## src/rtl/mem_access_stage.sv

```systemverilog
// MEM stage: data-memory and memory-mapped I/O access for loads/stores.
// Registers the MEM/WB bundle with one-cycle latency and a stall hold.
module mem_access_stage #(
  parameter int          AW          = 8,
  parameter logic [5:0]  OP_LD       = 6'd32,
  parameter logic [5:0]  OP_ST       = 6'd33,
  parameter logic [15:0] IO_IN_ADDR  = 16'hFFFE,
  parameter logic [15:0] IO_OUT_ADDR = 16'hFFFF
) (
  input  logic        clk,
  input  logic        reset,
  input  logic        valid_ex,
  input  logic [5:0]  op_ex,
  input  logic [2:0]  rd_ex,
  input  logic [15:0] ans_ex,
  input  logic [15:0] DM_data,
  input  logic [1:0]  flag_ex,
  input  logic        stall,
  input  logic [15:0] io_in,
  output logic        valid_mem,
  output logic [5:0]  op_mem,
  output logic [2:0]  rd_mem,
  output logic [15:0] ans_mem,
  output logic [1:0]  flag_mem,
  output logic [15:0] io_out,
  output logic        addr_err
);

  localparam int DEPTH = 2 ** AW;

  logic [15:0] mem_q [DEPTH];

  logic        valid_q, valid_d;
  logic [5:0]  op_q, op_d;
  logic [2:0]  rd_q, rd_d;
  logic [15:0] ans_q, ans_d;
  logic [1:0]  flag_q, flag_d;
  logic [15:0] io_q, io_d;
  logic        err_q, err_d;
  logic        we;

  logic          is_ld, is_st, in_rng;
  logic          hit_in, hit_out;
  logic          ld_io, ld_mem, ld_bad;
  logic          st_io, st_mem, st_bad;
  logic [AW-1:0] widx;

  assign widx    = ans_ex[AW-1:0];
  assign in_rng  = (ans_ex >> AW) == 16'd0;
  assign is_ld   = valid_ex && (op_ex == OP_LD);
  assign is_st   = valid_ex && (op_ex == OP_ST);
  assign hit_in  = ans_ex == IO_IN_ADDR;
  assign hit_out = ans_ex == IO_OUT_ADDR;

  // I/O addresses win over the range check
  assign ld_io  = is_ld && hit_in;
  assign ld_mem = is_ld && !hit_in && in_rng;
  assign ld_bad = is_ld && !hit_in && !in_rng;
  assign st_io  = is_st && hit_out;
  assign st_mem = is_st && !hit_out && in_rng;
  assign st_bad = is_st && !hit_out && !in_rng;

  always_comb begin
    valid_d = valid_ex;
    op_d    = op_ex;
    rd_d    = rd_ex;
    flag_d  = flag_ex;
    ans_d   = ans_ex;
    io_d    = io_q;
    err_d   = 1'b0;
    we      = 1'b0;
    unique case (1'b1)
      ld_io:  ans_d = io_in;
      ld_mem: ans_d = mem_q[widx];
      ld_bad: begin
        ans_d = 16'd0;
        err_d = 1'b1;
      end
      st_io:  io_d = DM_data;
      st_mem: we = 1'b1;
      st_bad: err_d = 1'b1;
      default: ;
    endcase
  end

  always_ff @(posedge clk) begin
    if (reset) begin
      valid_q <= 1'b0;
      op_q    <= 6'd0;
      rd_q    <= 3'd0;
      ans_q   <= 16'd0;
      flag_q  <= 2'd0;
      io_q    <= 16'd0;
      err_q   <= 1'b0;
    end else if (!stall) begin
      valid_q <= valid_d;
      op_q    <= op_d;
      rd_q    <= rd_d;
      ans_q   <= ans_d;
      flag_q  <= flag_d;
      io_q    <= io_d;
      err_q   <= err_d;
    end
  end

  // contents survive reset; writes only on an accepting edge
  always_ff @(posedge clk) begin
    if (!reset && !stall && we) begin
      mem_q[widx] <= DM_data;
    end
  end

  assign valid_mem = valid_q;
  assign op_mem    = op_q;
  assign rd_mem    = rd_q;
  assign ans_mem   = ans_q;
  assign flag_mem  = flag_q;
  assign io_out    = io_q;
  assign addr_err  = err_q;

endmodule

```

## config.mk

```make
export PLATFORM = sky130hd
export DESIGN_NAME = mem_access_stage
export DESIGN_NICKNAME = d
export VERILOG_FILES = /design/src/rtl/mem_access_stage.sv
export SDC_FILE = /design/constraint.sdc
export NUM_CORES = 2
export LEC_CHECK = 0
export CAP_MARGIN = 20
export CORE_AREA = 2 2 604 456
export CTS_BUF_LIST = sky130_fd_sc_hd__clkbuf_4
export DETAILED_ROUTE_END_ITERATION = 8
export DIE_AREA = 0 0 606 458
export GPL_TIMING_DRIVEN = 0
export PLACE_DENSITY = 0.74
export SETUP_SLACK_MARGIN = 0.2
export SLEW_MARGIN = 20
export SYNTH_ARGS = -nofsm -noshare
export SYNTH_HDL_FRONTEND = slang
export SYNTH_SLANG_ARGS = --single-unit
```

## constraint.sdc

```tcl
create_clock -name clk -period 3.5 [get_ports clk]
set_input_delay 0.525 -clock clk [delete_from_list [all_inputs] [get_ports clk]]
set_output_delay 0.525 -clock clk [all_outputs]
set_load 0.005 [all_outputs]
```

After elaboration in Yosys (flattened, before gate mapping) --
Memory sizes are Yosys's and may differ from the RTL's. Index checks and enable logic that the tools add are counted.
Storage, ports and cells: register bits after elaboration 45, latch bits 0, bits in writable memories 4096, bits in read-only memories 0, bits of input ports 63, output and inout bits 45, memories kept 1
Operators by class: $add $sub $neg 0, multiply operators 0, divide/modulo/power cells 0, order comparisons 0, equal/unequal tests 4, shift-type cells 0, mux-type cells 5, bitwise gates (word level) 1, reductions and logical operators 20
Memories:
- mem_q | depth 256, bits a word 16, rd ports 1, clocked after Yosys merged registers in 0, wr ports 1, RTL line 31 | logic [15:0] mem_q [DEPTH];
Operators by type and width (count):
- $pmux 16 s3 | 1
- $eq 16x16->1 const B | 2
- $logic_not 16->1 | 1
- $eq 6x6->1 const B | 2
- $logic_and 1x1->1 | 12
- $logic_not 1->1 | 5
- $mux 1 | 4
- $reduce_and 2->1 | 1
- $reduce_or 2->1 | 1
- $not 1->1 | 1

Logic depth before layout (Yosys ltp) --
depth in word-level cells 8, depth in mapped cells 13, gate-level depth less buffers 7

Worst setup path before layout --
OpenSTA, ideal clock, no wires.
path type input to register, start input ans_ex[0], end memory mem_q[221][0] (enable), library setup time 0.388 ns, arrival 2.956 ns, data required time 3.112 ns, slack 0.155 ns, stages 11, buffers on the path 7, path through buf_6 -> buf_6 -> buf_4 -> buf_4 -> inv_2 -> clkbuf_1 -> buf_1 -> nor2_1 -> nand2_1 -> clkbuf_1 -> nor2_1
On the way: word-level cells in the longest chain between the ends 8
RTL lines:
- from (decl) | RTL line 15 | input logic [15:0] ans_ex,
- $eq 16x16->1 | RTL line 53 | assign hit_out = ans_ex == IO_OUT_ADDR;
- $logic_not 1->1 | RTL line 60 | assign st_mem = is_st && !hit_out && in_rng;
- $logic_and 1x1->1 (2 in series) | RTL line 60
- $mux 1 | RTL line 72 | unique case (1'b1)
- $logic_and 1x1->1 | RTL line 108 | if (!reset && !stall && we) begin
- $mux 1 | RTL line 108
- $mux 1 (implied by the code) | RTL line 109 | mem_q[widx] <= DM_data;
- to (decl) | RTL line 31
Several ways; a longest one is shown, not always the timed one.

Worst setup path in the final report --
start input ans_ex[1], end register ans_q[15] (netlist: ans_mem[15])
On the way: word-level cells in the longest chain between the ends 5, elaborated cells on any way between the ends 8, those cells by class 1 x eq/ne; 1 x mux; 5 x reduce/logical; 1 x memory
RTL lines:
- parallel branches: the longest is 4 deep, another holds $mem_v2 256x16
- $pmux 16 s3 * | RTL line 72
- to (signal assigned) | RTL line 99 | ans_q <= ans_d;
- to (decl) | RTL line 36 | logic [15:0] ans_q, ans_d;
Every way passes the cells marked *. A chain may end at the register's enable or synchronous reset.

==> results by group <==
Worst setup path
  – CP peak stage delay: 550 ps
  – Worst R2R Path Depth: 7
  – Cell Chain, Critical Path: clkdlybuf4s50_1 -> buf_6 -> buf_8 -> buf_6 -> buf_8 -> buf_4 -> mux4_2 -> nand3_1 -> nand4_1 -> nor3_4 -> nand4_1 -> o31ai_2 -> a211oi_1
  – WP data required: 4850 ps
  – CP Data Arrival Time: 4900 ps
  – Worst path buffer plus inverter count: 6
  – Slowest CP cell: clkdlybuf4s50_1
  – Delay-heaviest family, CP: buffers and inverters
  – Crit end category: register
  – Worst R2R Start: mem_q[63][14]
  – Worst Setup EP: ans_mem[15]
  – CP Depth: 13
  – Crit path launch: ans_ex[1]
  – Critical Path Source Type: input port
  – R2R Setup Slk: 410 ps
  – Setup CP Type: input port to register
  – Crit-path max FO: 10
  – Reg2reg end: ans_mem[14]

Run status
  – Status: complete, but fails checks
  – Failing checks: negative setup slack

Timing
  – Normalized max-slew margin: 0.158
  – Final worst setup slack: -41.2 ps
  – Final slew viol count: 0
  – Final hold viol count: 0
  – Max Clock Skew: 160 ps
  – Max Freq: 0.282 GHz
  – Final hold slack: 101 ps
  – Final setup viols: 8
  – RSZ-0062 raised after global routing: true
  – Worst Tran Pin Value: 1260 ps
  – Min Clock Period, post-route: 3540 ps
  – Tcrit/Tclk final: 1.01

Placed design
  – DPL Wire Length: 341,000 microns
  – Placed Area: 0.170 sq mm
  – Gpl congestion: 1.05
  – Cell count after placement: 11,500
  – IO buf count: 104

Hold path
  – HP Class: input port to register

Route
  – Post-route ant nets: 0
  – WL per Instance: 37.6 microns
  – 1st-iter DRT viols: 18,300
  – Post-Route WL: 501,000 microns
  – Vias after detailed routing: 92,000
  – Via density: 6.91
  – # DRC: 0
  – Drt first pass iters: 7

Synthesis
  – Avg Cell Area, Syn: 21.0 sq um
  – Syn_nets: 7,647
  – Number of synthesized flops with an enable pin: 4,096
  – Post-synthesis cell area: 0.159 sq mm
  – Synthesis Warnings: 0
  – Cells after synthesis: 7,584
  – Post-synthesis register bit count: 4,141
  – Dominant synthesized flop cell: edfxtp_1
  – Async set or reset register ratio after synthesis: 0
  – Synth unique cells: 56
  – Sequential area share after synthesis: 0.777

Global routing
  – Antenna violations before repair: 47
  – Largest net degree at the start of global routing: 140
  – Total gr overflow: 0
  – Tot GR Track Use: 0.363
  – Vias in the first global route: 88,300
  – First-pass GRT wire length: 685,000 microns

Power
  – P per Cell Area: 531 mW/mm^2
  – Worst VDD drop: 0.373 mV
  – Total design power: 0.0982 W
  – Lkg Pwr: 59.5 nW

Clock network
  – Num CTS Buffers: 908
  – Htree depth: 6
  – Clock-pin slew on the worst setup and hold paths: 80 ps
  – Clk_lat worst skew: 1510 ps
  – CTS tree: done
  – Clock root buffer: clkbuf_4
  – Clock sink total: 4,141
  – Clock Tree Buf Depth: 4

Floorplanning
  – # IOs: 108
  – Die area: 0.278 sq mm
  – Core area: 0.272 sq mm
  – Initial core utilization: 0.587
  – Die Wd: 606 microns
  – Row Count: 166
  – Chip Height: 458 microns

Job
  – Max cap viols: 0

Finish
  – Share of cells above drive strength 1: 0.356
  – Area Growth Syn to Fin: 16.0%
  – Layout fillers: 16,700
  – Fin area: 0.185 sq mm
  – Non-filler instance count after layout: 13,300
  – Layout Nets: 9,014
power breakdown:
part	switching, W	total [W]	leakage [nW]	internal, W
clock	0.0189	0.0379	7.03	0.0190
sequential	0.0000221	0.0545	37.2	0.0544
combinational	0.00406	0.00580	15.3	0.00174
total	0.0230	0.0982	59.5	0.0752
cell usage after synthesis (17+ instances only):
library cell,instances,area [sq um]
clkbuf_1,175,657
o2111ai_1,23,201
nor2b_1,40,250
a22o_1,47,412
dfxtp_1,45,901
mux4_2,825,18600
a21oi_1,150,751
a22oi_1,298,2240
buf_1,21,78.8
a2111oi_0,30,263
buf_4,93,698
nand2_1,132,495
a221o_1,23,230
a31oi_1,40,250
o21ai_1,17,85.1
o31ai_1,23,173
mux2i_1,342,3420
and3_1,44,275
nand4_1,42,263
nor3_1,30,150
nor2_1,400,1500
mux2_2,70,788
a211oi_1,46,345
edfxtp_1,4096,123000
buf_6,32,360
o221ai_1,30,263
buf_2,148,741
o21ai_0,48,240
nand3_1,140,701
sequential cells by signal, indices dropped and copies added, names as in the netlist:
name / flops
rd_mem: 3
io_out: 16
ans_mem: 16
mem_q: 4096
flag_mem: 2
valid_mem: 1
op_mem: 6
addr_err: 1
worst reg2reg max path, cell delays in order (launching register included):
cell and delay [ps]:
edfxtp_1 410, mux4_2 480, and3_1 190, a21oi_1 420, nand4_1 290, a2111o_1 500, o32ai_4 500, a211oi_1 160
cell families (layout without fill, tap and decap cells):
kind of cell | Yosys count | in the layout | share of synthesized area
compound gates | 833 | 833 | 0.0371
buf+inv | 471 | 2560 | 0.0160
flops | 4141 | 4141 | 0.777
mux | 1237 | 1237 | 0.143
other cells | 0 | 28 | 0
simple gates | 902 | 902 | 0.0264
layout by cell type, fill, tap and decap left out, drive strengths merged, types with 140 or more instances in the layout:
cell,Yosys,final
edfxtp,4096,4096
clkinv,0,192
clkbuf,175,1587
a21oi,150,150
a22oi,298,298
mux2i,342,342
nand3,140,140
buf,294,614
mux4,825,825
nor2,401,401
layer usage:
| metal | track usage | wire length, microns |
|---|---|---|
| met1 | 0.505 | 173000 |
| met4 | 0.175 | 27200 |
| met5 | 0.00330 | 560 |
| met3 | 0.183 | 95800 |
| met2 | 0.474 | 204000 |
how the worst min path moves through the flow:
stage / from / end / slack (ps) / cells after the start
after floorplan: io_out[0] / io_out[0] / 450 / 2
after global placement: io_out[12] / io_out[12] / 450 / 2
after detailed placement: io_out[4] / io_out[4] / 450 / 2
after CTS: DM_data[8] / mem_q[242][8] / 0.6 / 2
after global routing: ans_ex[2] / mem_q[14][1] / 70 / 3
final: DM_data[8] / mem_q[242][8] / 100 / 2
stage by stage:
stage / TNS, ps / util / setup WS (ps)
5_1_grt: 0 / 0.680 / 15.5
6_report: -201 / 0.680 / -41.2
4_1_cts: 0 / 0.677 / 112
3_5_place_dp: -8713890 / 0.625 / -3200
2_1_floorplan: 0 / - / 155
3_3_place_gp: - / 0.607 / -6920
repair_timing:
item	CTS	global route
hold buffers	45	0
gates resized for setup	333	137
hold endpoints to repair	3560	0
pin swaps	58	33
setup buffers	44	15
endpoints found under the setup margin	3986	2353
final cells by class:
class / count / area (sq um) / share of cell area
inverter: 2 / 7.51 / 0.0000406
clock buffer: 1406 / 10600 / 0.0571
buffer: 469 / 2890 / 0.0157
tap: 3612 / 4520 / 0.0245
multi-input combinational: 2972 / 35300 / 0.191
antenna: 28 / 70.1 / 0.000379
sequential: 4141 / 124000 / 0.670
timing repair buffer: 457 / 6340 / 0.0343
clock inverter: 226 / 1190 / 0.00644
Power figures use the tool's default switching activity.
